### src/rtl/riscv_pkg.sv
// Shared RISC-V pipeline definitions: datapath width, ALU op codes, forward selects.
// Used by execute_cycle (optional perf counters via EXEC_PERF_CNT_EN) and alu.
package riscv_pkg;

    localparam int XLEN = 32;

    localparam logic [2:0] ALU_ADD = 3'b000;
    localparam logic [2:0] ALU_SUB = 3'b001;
    localparam logic [2:0] ALU_AND = 3'b010;
    localparam logic [2:0] ALU_OR  = 3'b011;
    localparam logic [2:0] ALU_SLT = 3'b101;

    localparam logic [1:0] FWD_REG = 2'b00;
    localparam logic [1:0] FWD_WB  = 2'b01;
    localparam logic [1:0] FWD_MEM = 2'b10;

    typedef struct packed {
        logic valid;
        logic reg_write;
        logic mem_write;
        logic result_src;
    } ex_mem_ctrl_t;

endpackage

### src/rtl/execute_cycle_alu.sv
// Combinational XLEN-bit ALU for the execute stage; unlisted op codes yield 0.
module alu #(
    parameter int XLEN = riscv_pkg::XLEN
) (
    input  logic [XLEN-1:0] a,
    input  logic [XLEN-1:0] b,
    input  logic [2:0]      ctrl,
    output logic [XLEN-1:0] result,
    output logic            zero
);
    import riscv_pkg::*;

    always_comb begin
        result = '0;
        case (ctrl)
            ALU_ADD: result = a + b;
            ALU_SUB: result = a - b;
            ALU_AND: result = a & b;
            ALU_OR:  result = a | b;
            ALU_SLT: result = {{(XLEN-1){1'b0}}, ($signed(a) < $signed(b))};
            default: result = '0;
        endcase
    end

    assign zero = (result == '0);

endmodule

### src/rtl/execute_cycle.sv
// Execute stage: operand forwarding, ALU, BEQ resolution and the EX/MEM register.
// Define EXEC_PERF_CNT_EN to add the Br_Count / Br_Taken_Count branch counters.
module execute_cycle #(
    parameter int XLEN   = 32,
    parameter int REG_AW = 5
) (
    input  logic              clk,
    input  logic              rst,
    input  logic              Valid_E,
    input  logic              RegWrite_E,
    input  logic              MemWrite_E,
    input  logic              ResultSrc_E,
    input  logic              Branch_E,
    input  logic              ALUSrc_E,
    input  logic [2:0]        ALUControl_E,
    input  logic [XLEN-1:0]   RD1_E,
    input  logic [XLEN-1:0]   RD2_E,
    input  logic [XLEN-1:0]   Imm_Ext_E,
    input  logic [XLEN-1:0]   PC_E,
    input  logic [XLEN-1:0]   PCPlus4_E,
    input  logic [REG_AW-1:0] Rd_E,
    input  logic [1:0]        ForwardA_E,
    input  logic [1:0]        ForwardB_E,
    input  logic [XLEN-1:0]   Result_W,
    input  logic              Stall_M,
    input  logic              Flush_M,
    output logic              PCSrc_E,
    output logic [XLEN-1:0]   PCTarget_E,
    output logic              Valid_M,
    output logic              RegWrite_M,
    output logic              MemWrite_M,
    output logic              ResultSrc_M,
    output logic [REG_AW-1:0] Rd_M,
    output logic [XLEN-1:0]   ALUResult_M,
    output logic [XLEN-1:0]   WriteData_M,
    output logic [XLEN-1:0]   PCPlus4_M
`ifdef EXEC_PERF_CNT_EN
    ,
    output logic [31:0]       Br_Count,
    output logic [31:0]       Br_Taken_Count
`endif
);
    import riscv_pkg::*;

    logic [XLEN-1:0] src_a;
    logic [XLEN-1:0] src_b;
    logic [XLEN-1:0] write_data;
    logic [XLEN-1:0] alu_result;
    logic            alu_zero;
    logic            load_m;
    ex_mem_ctrl_t    ctrl_m;

    // Select code 11 is unused and falls back to the register-file value.
    function automatic logic [XLEN-1:0] fwd_mux(
        input logic [1:0]      sel,
        input logic [XLEN-1:0] rd,
        input logic [XLEN-1:0] wb,
        input logic [XLEN-1:0] mem
    );
        case (sel)
            FWD_WB:  return wb;
            FWD_MEM: return mem;
            default: return rd;
        endcase
    endfunction

    assign src_a      = fwd_mux(ForwardA_E, RD1_E, Result_W, ALUResult_M);
    assign write_data = fwd_mux(ForwardB_E, RD2_E, Result_W, ALUResult_M);
    assign src_b      = ALUSrc_E ? Imm_Ext_E : write_data;

    alu #(.XLEN(XLEN)) u_alu (
        .a      (src_a),
        .b      (src_b),
        .ctrl   (ALUControl_E),
        .result (alu_result),
        .zero   (alu_zero)
    );

    assign PCSrc_E    = Valid_E & Branch_E & alu_zero;
    assign PCTarget_E = PC_E + Imm_Ext_E;
    assign load_m     = ~Flush_M & ~Stall_M;

    always_ff @(posedge clk or posedge rst) begin
        if (rst) begin
            ctrl_m      <= '0;
            Rd_M        <= '0;
            ALUResult_M <= '0;
            WriteData_M <= '0;
            PCPlus4_M   <= '0;
        end else if (Flush_M) begin
            // Bubble: kill the enables, data fields are don't-care and simply load.
            ctrl_m.valid      <= 1'b0;
            ctrl_m.reg_write  <= 1'b0;
            ctrl_m.mem_write  <= 1'b0;
            ctrl_m.result_src <= ResultSrc_E;
            Rd_M              <= Rd_E;
            ALUResult_M       <= alu_result;
            WriteData_M       <= write_data;
            PCPlus4_M         <= PCPlus4_E;
        end else if (!Stall_M) begin
            ctrl_m.valid      <= Valid_E;
            ctrl_m.reg_write  <= RegWrite_E & Valid_E;
            ctrl_m.mem_write  <= MemWrite_E & Valid_E;
            ctrl_m.result_src <= ResultSrc_E;
            Rd_M              <= Rd_E;
            ALUResult_M       <= alu_result;
            WriteData_M       <= write_data;
            PCPlus4_M         <= PCPlus4_E;
        end
    end

    assign Valid_M     = ctrl_m.valid;
    assign RegWrite_M  = ctrl_m.reg_write;
    assign MemWrite_M  = ctrl_m.mem_write;
    assign ResultSrc_M = ctrl_m.result_src;

`ifdef EXEC_PERF_CNT_EN
    always_ff @(posedge clk or posedge rst) begin
        if (rst) begin
            Br_Count       <= '0;
            Br_Taken_Count <= '0;
        end else if (load_m) begin
            Br_Count       <= Br_Count + {31'd0, Valid_E & Branch_E};
            Br_Taken_Count <= Br_Taken_Count + {31'd0, PCSrc_E};
        end
    end
`endif

endmodule

### config.mk
export PLATFORM = sky130hd
export DESIGN_NAME = execute_cycle
export DESIGN_NICKNAME = d
export VERILOG_FILES = /design/src/rtl/riscv_pkg.sv /design/src/rtl/execute_cycle_alu.sv /design/src/rtl/execute_cycle.sv
export SDC_FILE = /design/constraint.sdc
export NUM_CORES = 1
export LEC_CHECK = 0
export ABC_AREA = 1
export ABC_CLOCK_PERIOD_IN_PS = 10050
export CAP_MARGIN = 15
export CELL_PAD_IN_SITES_DETAIL_PLACEMENT = 1
export CELL_PAD_IN_SITES_GLOBAL_PLACEMENT = 2
export CORE_ASPECT_RATIO = 1.2
export CORE_UTILIZATION = 28
export CTS_CLUSTER_SIZE = 30
export DETAILED_ROUTE_END_ITERATION = 8
export GPL_TIMING_DRIVEN = 0
export PLACE_DENSITY_LB_ADDON = 0.05
export RECOVER_POWER = 50
export SKIP_CTS_REPAIR_TIMING = 1
export SKIP_LAST_GASP = 1
export SLEW_MARGIN = 20
export SYNTH_ARGS = -nofsm -noshare
export SYNTH_HDL_FRONTEND = slang
export SYNTH_SLANG_ARGS = --single-unit
export TNS_END_PERCENT = 20
### constraint.sdc
create_clock -name clk -period 10.05 [get_ports clk]
set_input_delay 1.5075 -clock clk [delete_from_list [all_inputs] [get_ports clk]]
set_output_delay 1.5075 -clock clk [all_outputs]
set_load 0.1 [all_outputs]
==> flow_summary.yaml, run 1 <==
floorplanning:
  design.core.area_um2: 45900
  start_util_pct: 28.4
  die_area_um2: 47500
  std_cell_rows: 86
  die_height_um: 239
  die_w_um: 199
  io_pins: 352
power:
  p_total_mw: 2.95
  p_leak_nw: 8.56
  ir_worst_vdd_mv: 0.0959
  powerDensity_nw_per_um2: 167
placed_design:
  dp_cells: 3086
  pre_cts_slack_ns: 0.529
  dp_hpwl_um: 62500
  io_buffers: 350
  place_area_um2: 17400
  gp_congestion: 0.940
drt:
  vias: 15700
  via_per_inst: 5.05
  detail-route-antenna-nets: 0
  wl_met3_um: 4200
  routed.top_layer: "met5"
  drc_errors: 0
  avgRoutedWirePerCell_um: 22.8
  routed_wl_um: 71000
  wl_met2_um: 36500
  first_pass_iters: 5
  drtIter0Drc: 696
  wl_met1_um: 28400
timing:
  slew_violations: 108
  whs_ns: 0.483
  setup_viol: 0
  finalCriticalPeriod_ns: 9.56
  tightest_slew_ns: 3.68
  grt_setup_unrepaired: "no"
  relSlewSlack_pct: -146
  fmax_mhz: 105
  skew_ns: 0.0136
  period_share_pct: 95.1
  finalHoldViolations: 0
  fin_tns_setup_ns: 0
  fin_ws_ns: 0.489
yosys:
  ys_ff_latch: 105
  synth_cell_types: 48
  avgSynthCellArea_um2: 6.17
  yosys_warnings: 0
  synth.net_count: 2480
  synth_cells: 2119
  ys_seq_area_share_pct: 20.1
  syn_area_um2: 13100
grt:
  grt_pass1_wl_um: 104000
  antenna_found_initial: 20
  grt_pass1_vias: 16700
  grt_max_degree: 62
  grt_remaining_overflow: 0
  grtUsageTotal_pct: 30.1
worst_setup_path:
  required_ns: 8.54
  critPathKind: "input port to output port"
  crit_start: "ForwardB_E[0]"
  cp-start-kind: "input port"
  endpoint_kind: "output port"
  critPathMaxFanout: 10
  r2r_start: "ALUResult_M[0]$_DFFE_PP0P_"
  rr_endpoint: "ALUResult_M[24]$_DFFE_PP0P_"
  r2r_setup_slack_ns: 6.06
  ff2ff_path_depth: 20
  worstPathArrival_ns: 8.05
  crit_path_end: "PCSrc_E"
min_path:
  hold_path.class: "register to register"
  hold_path_startpoint: "PCPlus4_M[13]$_DFFE_PP0P_"
status:
  violations: "capacitance limit, slew limit"
  outcome: "complete, but fails checks"
layout:
  final_cells: 3110
  layout-drive-gt1-share_pct: 3.06
  final_area_um2: 17700
  syn_to_final_growth_pct: 35.1
  finish.net_count: 2842
  post-route-util_pct: 38.4
cts:
  path_clk_slew_ns: 0.09
  cts-buffers-inserted: 9
  root_buffer: "clkbuf_16"
  clk_latency_ns: 0.40
  cts_buffer_depth: 2
  htree_levels: 3
  cts_num_sinks: 105
  cts_tree: "yes"
run:
  cap_violations: 2
[synth_stat cells, drive strengths merged]
cell       n  area share, %
xor2      21            1.4
o2111ai    1          0.067
clkbuf    57            1.6
fa         3           0.46
a221o     63            4.8
a22o       1          0.067
o21bai    16           0.92
and2       2          0.096
o221ai     1          0.067
nand2    648             19
nand3b    11           0.63
o21ai    207            8.0
or2        3           0.14
nand4     14           0.67
nand3    123            4.9
and3       2          0.096
inv      295            8.5
dfrtp    105             20
a31oi      9           0.43
a221oi     2           0.13
a21boi     5           0.32
nor2     203            5.9
clkinv     1          0.029
xnor2      9           0.60
ha       144             14
a21o       2           0.11
a21oi    104            4.1
o211ai     3           0.17
o22ai     19           0.91
nor3      14           0.54
o21a       3           0.17
o221a      1          0.086
nor4       2          0.096
buf       25            1.2
[power by group]
part	total [mW]	switching, mW	internal (mW)
Combinational	2.02	1.49	0.529
Clock	0.391	0.213	0.179
Sequential	0.533	0.0547	0.478
[routing by layer]
layer | global-route usage (%) | vias up
met4 | 8.25 | 24
met1 | 33.8 | 7626
met5 | 0 | -
met2 | 55.6 | 331
met3 | 7.46 | 85
li1 | - | 7628
[layout by cell type (no fill, tap or decap), drive strengths merged, types with 16 or more instances in the layout]
cell type / count
a21oi: 104
a221o: 63
buf: 25
clkbuf: 71
clkdlybuf4s50: 307
dfrtp: 105
dlygate4sd3: 39
ha: 144
inv: 296
nand2: 648
nand3: 123
nor2: 203
o21ai: 207
o21bai: 16
o22ai: 19
xor2: 21
[state kept, by name (all words and copies together) (netlist names)]
register and flops:
Valid_M 1, ResultSrc_M 1, WriteData_M 32, MemWrite_M 1, PCPlus4_M 32, RegWrite_M 1
ALUResult_M 32, Rd_M 5
[cells by family after synthesis]
family	count (synthesis)	share of synthesized area (%)
compound gates	437	20.4
fa+ha+maj	147	14.2
buf+inv	378	11.3
simple gates	1022	31.9
xor+xnor	30	2.01
flops	105	20.1
[how the worst min path moves through the flow]
stage,end,depth (start not counted)
after detailed placement,PCPlus4_M[19]$_DFFE_PP0P_,2
after floorplan,Valid_M$_DFFE_PP0P_,2
after CTS,PCPlus4_M[19]$_DFFE_PP0P_,2
after global placement,PCPlus4_M[15]$_DFFE_PP0P_,2
after global routing,PCPlus4_M[13]$_DFFE_PP0P_,2
final,PCPlus4_M[13]$_DFFE_PP0P_,2
[critical path, cell delays in order]
cell             delay [ns]
dlygate4sd3_1          0.57
inv_1                  0.06
ha_1                   0.26
clkbuf_1               0.26
clkbuf_1               0.54
a221o_1                0.22
o21ai_0                0.10
o21ai_0                0.62
ha_1                   0.37
buf_6                  0.15
nor2_1                 0.27
nand4_1                0.20
nand2_1                0.18
nand2_1                0.09
nand2_2                0.12
nand2_1                0.09
nand2_1                0.09
nand2_1                0.19
nand3_1                0.14
nand2_1                0.07
nand2_1                0.11
nand3_1                0.18
nor2_1                 0.18
nand3_1                0.09
nor2_1                 0.18
clkdlybuf4s50_1        1.18
[cell type report]
class	count	area (µm²)
Antenna cell	8	20.0
Buffer	82	372
Clock buffer	9	225
Clock inverter	7	86.3
Fill cell	6027	28300
Inverter	296	1110
Multi-Input combinational cell	1636	8960
Sequential cell	105	2630
Tap cell	616	771
Timing Repair Buffer	351	3480
(Power assumes the default switching activity.)
==> run 2: changes to the inputs <==
--- a/config.mk
+++ b/config.mk
@@ -6,8 +6,7 @@
 export NUM_CORES = 1
 export LEC_CHECK = 0
 export ABC_AREA = 1
-export ABC_CLOCK_PERIOD_IN_PS = 10050
-export CAP_MARGIN = 15
+export CAP_MARGIN = 25
 export CELL_PAD_IN_SITES_DETAIL_PLACEMENT = 1
 export CELL_PAD_IN_SITES_GLOBAL_PLACEMENT = 2
 export CORE_ASPECT_RATIO = 1.2
==> run 2 against run 1 <==
Net effect: largest power group unchanged; clock-buffer cell count unchanged; critical path type unchanged; sequential power about the same; combinational power about the same; the run still ends with capacitance limit, slew limit left; routed wire length about the same.
==> flow_summary.yaml, run 2 (synthesized netlist as in run 1, its figures left out) <==
worst_setup_path:
  required_ns: 8.54
  cp-start-kind: "input port"
  slowest_delay_ns: 1.18
  cp_common_cell: "nand2_1"
  critPathKind: "input port to output port"
  critPathMaxFanout: 10
  cp_num_buf_inv: 7
  crit_slowest_cell: "clkdlybuf4s50_1"
  crit_family: "buffers and inverters"
  worstPathArrival_ns: 8.04
  endpoint_kind: "output port"
layout:
  fillers: 6033
  final_cell_mix: "639 x nand2_1, 309 x clkdlybuf4s50_1, 288 x inv_1, 199 x o21ai_0, 198 x nor2_1"
  layout-drive-gt1-share_pct: 3.14
  finish.net_count: 2844
  top_regs: "ALUResult_M x32, PCPlus4_M x32, WriteData_M x32"
  final_cells: 3108
  syn_to_final_growth_pct: 35.4
  final_common_cell: "nand2_1"
  final_area_um2: 17700
placed_design:
  dp_hpwl_um: 62600
  gp_congestion: 0.940
  io_buffers: 350
  place_area_um2: 17400
  dp_cells: 3088
floorplanning:
  start_util_pct: 28.4
  std_cell_rows: 86
  io_pins: 352
  design.core.area_um2: 45900
  die_w_um: 199
  die_height_um: 239
  die_area_um2: 47500
drt:
  vias: 15600
  drtIter0Drc: 673
  first_pass_iters: 4
  drc_errors: 0
  routed_wl_um: 71000
  detail-route-antenna-nets: 0
  avgRoutedWirePerCell_um: 22.9
  via_per_inst: 5.02
cts:
  cts_tree: "yes"
  clk_latency_ns: 0.40
  cts-buffers-inserted: 9
  root_buffer: "clkbuf_16"
  cts_buffer_depth: 2
  cts_num_sinks: 105
  htree_levels: 3
  path_clk_slew_ns: 0.09
timing:
  relSlewSlack_pct: -148
  finalHoldViolations: 0
  skew_ns: 0.0121
  period_share_pct: 95.0
  fmax_mhz: 105
  grt_setup_unrepaired: "no"
  whs_ns: 0.484
  tightest_slew_ns: 3.72
  finalCriticalPeriod_ns: 9.55
  fin_tns_setup_ns: 0
  slew_violations: 108
  setup_viol: 0
grt:
  grt_remaining_overflow: 0
  grt_pass1_vias: 16800
  grt_max_degree: 62
  grtUsageTotal_pct: 30.2
  antenna_found_initial: 16
  grt_pass1_wl_um: 104000
power:
  ir_worst_vdd_mv: 0.0997
  p_leak_nw: 8.58
  powerDensity_nw_per_um2: 167
min_path:
  hold_path.class: "register to register"
status:
  outcome: "complete, but fails checks"
  violations: "capacitance limit, slew limit"
run:
  cap_violations: 2
run 2: changes by cell type in the layout (fill, tap and decap cells not counted), sizes merged:
cell,before,now
diode,8,4
buf,25,27
clkdlybuf4s50,307,309
dlygate4sd3,39,37
clkinv,6,5
inv,296,297
run 2: worst paths after layout:
path | startpoint | endpoint | slack, ns | cells after the start
worst max-delay path | ForwardB_E[0] | PCSrc_E | 0.50 | 28
worst min-delay path | PCPlus4_M[19]$_DFFE_PP0P_ | PCPlus4_M[19]$_DFFE_PP0P_ | 0.48 | 2
worst max register to register | ALUResult_M[4]$_DFFE_PP0P_ | ALUResult_M[27]$_DFFE_PP0P_ | 6.12 | 16
worst min register to register | PCPlus4_M[19]$_DFFE_PP0P_ | PCPlus4_M[19]$_DFFE_PP0P_ | 0.48 | 2
max in group asynchronous | rst | ALUResult_M[26]$_DFFE_PP0P_ | 3.62 | 3
min in group asynchronous | rst | PCPlus4_M[12]$_DFFE_PP0P_ | 2.13 | 2
run 2: per-layer routing:
metal	GRT usage [%]	up-vias	part of all wire, %	wire, µm
li1	-	7618	-	-
met1	33.6	7541	40	28200
met2	56.2	345	52	36800
met3	7.32	82	5.9	4200
met4	7.95	26	2.3	1600
met5	0	-	0.24	173
run 2: layout make-up:
class	count	area [µm²]	area share, %
Tap cell	616	771	4.36
Buffer	82	372	2.10
Sequential cell	105	2630	14.8
Antenna cell	4	10.0	0.0566
Multi-Input combinational cell	1636	8960	50.6
Timing Repair Buffer	353	3540	20.0
Inverter	296	1110	6.29
Clock inverter	7	86.3	0.488
Clock buffer	9	225	1.27
run 2: metrics by stage:
stage | utilization [%] | total power [mW] | setup slack [ns]
after global routing | 38.5 | 3.12 | 0.186
final | 38.5 | 2.96 | 0.498
after CTS | 38.6 | 2.98 | 0.547
after global placement | 37.7 | 2.54 | 0.551
after detailed placement | 37.9 | 2.57 | 0.574
after floorplan | - | 1.91 | 2.89
run 2: power breakdown:
part / switching [mW] / total, mW / leakage, nW / internal [mW]
sequential: 0.0544 / 0.532 / 1.30 / 0.478
clock: 0.212 / 0.391 / 0.151 / 0.179
combinational: 1.50 / 2.03 / 7.13 / 0.536
run 2: tightest hold or removal path: stages (launching register included):
cell and delay [ns]:
dfrtp_1 0.35, nand2_1 0.05, nand2_1 0.06
==> run 3: changes to the inputs <==
--- a/config.mk
+++ b/config.mk
@@ -10,7 +10,9 @@
 export CELL_PAD_IN_SITES_DETAIL_PLACEMENT = 1
 export CELL_PAD_IN_SITES_GLOBAL_PLACEMENT = 2
 export CORE_ASPECT_RATIO = 1.2
+export CORE_MARGIN = 2
 export CORE_UTILIZATION = 28
+export CTS_CLUSTER_DIAMETER = 30
 export CTS_CLUSTER_SIZE = 30
 export DETAILED_ROUTE_END_ITERATION = 8
 export GPL_TIMING_DRIVEN = 0
==> run 3 against run 2 <==
Net effect: the run still ends with capacitance limit, slew limit left; design area increased by 0.66%; clock-buffer cell count is the same; maximum frequency increased by 0.57%; core utilization up 0.16 points; flip-flop and latch count unchanged; worst hold slack got worse by 0.0035 ns; critical path depth down 2; die area increased by 1.9%; combinational power about the same; via count barely moved; clock skew is 0.0028 ns lower.
==> flow_summary.yaml, run 3 (synthesized netlist as in run 1, its figures left out) <==
cts:
  path_clk_slew_ns: 0.08
  root_buffer: "clkbuf_16"
  cts-buffers-inserted: 9
  cts_tree: "yes"
  clk_latency_ns: 0.40
  cts_num_sinks: 105
  cts_buffer_depth: 2
  htree_levels: 3
placed_design:
  gp_congestion: 0.925
  io_buffers: 350
  dp_cells: 3092
  dp_hpwl_um: 62800
grt:
  grtUsageTotal_pct: 29.2
  antenna_found_initial: 17
  grt_remaining_overflow: 0
  grt_pass1_vias: 16800
  grt_pass1_wl_um: 105000
  grt_max_degree: 70
layout:
  register_area_um2: 2630
  layout-drive-gt1-share_pct: 3.33
  top_regs: "ALUResult_M x32, PCPlus4_M x32, WriteData_M x32"
  finish.net_count: 2849
  multiInputGateArea_um2: 8960
  fillers: 6092
  final_cell_mix: "639 x nand2_1, 304 x clkdlybuf4s50_1, 288 x inv_1, 199 x o21ai_0, 198 x nor2_1"
  final_common_cell: "nand2_1"
  final_cells: 3114
  syn_to_final_growth_pct: 36.3
drt:
  vias: 15600
  first_pass_iters: 7
  drtIter0Drc: 674
  detail-route-antenna-nets: 0
  routed_wl_um: 71500
  avgRoutedWirePerCell_um: 23.0
  via_per_inst: 5.02
  drc_errors: 0
timing:
  skew_ns: 0.00929
  slew_violations: 108
  finalCriticalPeriod_ns: 9.50
  grt_setup_unrepaired: "no"
  whs_ns: 0.480
  setup_viol: 0
  fin_tns_setup_ns: 0
  relSlewSlack_pct: -185
  finalHoldViolations: 0
  period_share_pct: 94.5
  fmax_mhz: 105
  tightest_slew_ns: 4.28
floorplanning:
  die_w_um: 201
  std_cell_rows: 86
  design.core.area_um2: 46100
  die_height_um: 241
  io_pins: 352
  die_area_um2: 48400
  start_util_pct: 28.4
worst_setup_path:
  crit_family: "buffers and inverters"
  endpoint_kind: "output port"
  critPathMaxFanout: 10
  required_ns: 8.54
  cp-start-kind: "input port"
  cp_common_cell: "nand2_1"
  cp_num_buf_inv: 6
  slowest_delay_ns: 1.18
  crit_slowest_cell: "clkdlybuf4s50_1"
  critPathKind: "input port to output port"
  worstPathArrival_ns: 7.99
power:
  internal-power_mw: 1.20
  p_leak_nw: 8.65
  clkPwrFrac_pct: 12.8
  p_sw_mw: 1.77
  seqPwrFrac_pct: 17.9
  swShare_pct: 59.5
  combPwrFrac_pct: 69.3
  p_total_mw: 2.97
  ir_worst_vdd_mv: 0.116
  powerDensity_nw_per_um2: 167
status:
  violations: "capacitance limit, slew limit"
  outcome: "complete, but fails checks"
min_path:
  hold_path.class: "register to register"
run:
  cap_violations: 2
## run 3: path summary, 6_finish.rpt
path / start / endpoint / slack, ns / cells past startpoint
worst max-delay path: ForwardB_E[0] / PCSrc_E / 0.55 / 26
worst min-delay path: PCPlus4_M[23]$_DFFE_PP0P_ / PCPlus4_M[23]$_DFFE_PP0P_ / 0.48 / 2
worst max register to register: ALUResult_M[0]$_DFFE_PP0P_ / ALUResult_M[28]$_DFFE_PP0P_ / 6.14 / 16
worst min register to register: PCPlus4_M[23]$_DFFE_PP0P_ / PCPlus4_M[23]$_DFFE_PP0P_ / 0.48 / 2
max in group asynchronous: rst / WriteData_M[29]$_DFFE_PP0P_ / 3.33 / 3
min in group asynchronous: rst / PCPlus4_M[19]$_DFFE_PP0P_ / 1.99 / 2
## run 3: stage by stage
stage	utilization, %	worst slack (ns)	cell area, µm²
final	38.7	0.552	17800
after global routing	38.7	0.184	17800
after CTS	38.7	0.524	17800
after detailed placement	38.0	0.551	17500
after global placement	37.7	0.532	17300
after floorplan	-	2.89	13100
## run 3: routing by layer
| layer | GRT usage, % | wire [µm] | share of wire (%) | up-vias |
|---|---|---|---|---|
| li1 | - | - | - | 7635 |
| met1 | 32.7 | 28800 | 40 | 7558 |
| met2 | 55.2 | 36900 | 52 | 325 |
| met3 | 6.54 | 3990 | 5.6 | 83 |
| met4 | 8.22 | 1680 | 2.3 | 22 |
| met5 | 0 | 150 | 0.21 | - |
## run 3: layout make-up
cell class | count | share of cell area, %
antenna | 5 | 0.0702
buffer | 82 | 2.09
clock buffer | 9 | 1.26
clock inverter | 7 | 0.351
inverter | 296 | 6.24
multi-input combinational | 1636 | 50.3
sequential | 105 | 14.8
tap | 616 | 4.33
timing repair buffer | 358 | 20.6
## run 3: power by group through the flow
| stage | logic (mW) | registers (mW) | clock network [mW] |
|---|---|---|---|
| after floorplan | 0.970 | 0.935 | 0 |
| after global placement | 2.01 | 0.536 | 0 |
| after detailed placement | 2.05 | 0.537 | 0 |
| after CTS | 2.06 | 0.531 | 0.386 |
| after global routing | 2.21 | 0.539 | 0.397 |
| final | 2.06 | 0.533 | 0.381 |
## run 3: worst reg2reg max path, cell delays in order, from the launching register on
cell and delay [ns]:
dfrtp_1 0.43, a221o_1 0.18, o21ai_0 0.10, o21ai_0 0.54, ha_1 0.41, inv_1 0.10
fa_1 0.50, inv_1 0.13, nand2_1 0.09, o21ai_2 0.21, nand2_1 0.11, nand3_2 0.15
nand4_1 0.21, a21oi_1 0.20, nor2_1 0.06, nor2_1 0.19, o21ai_0 0.13
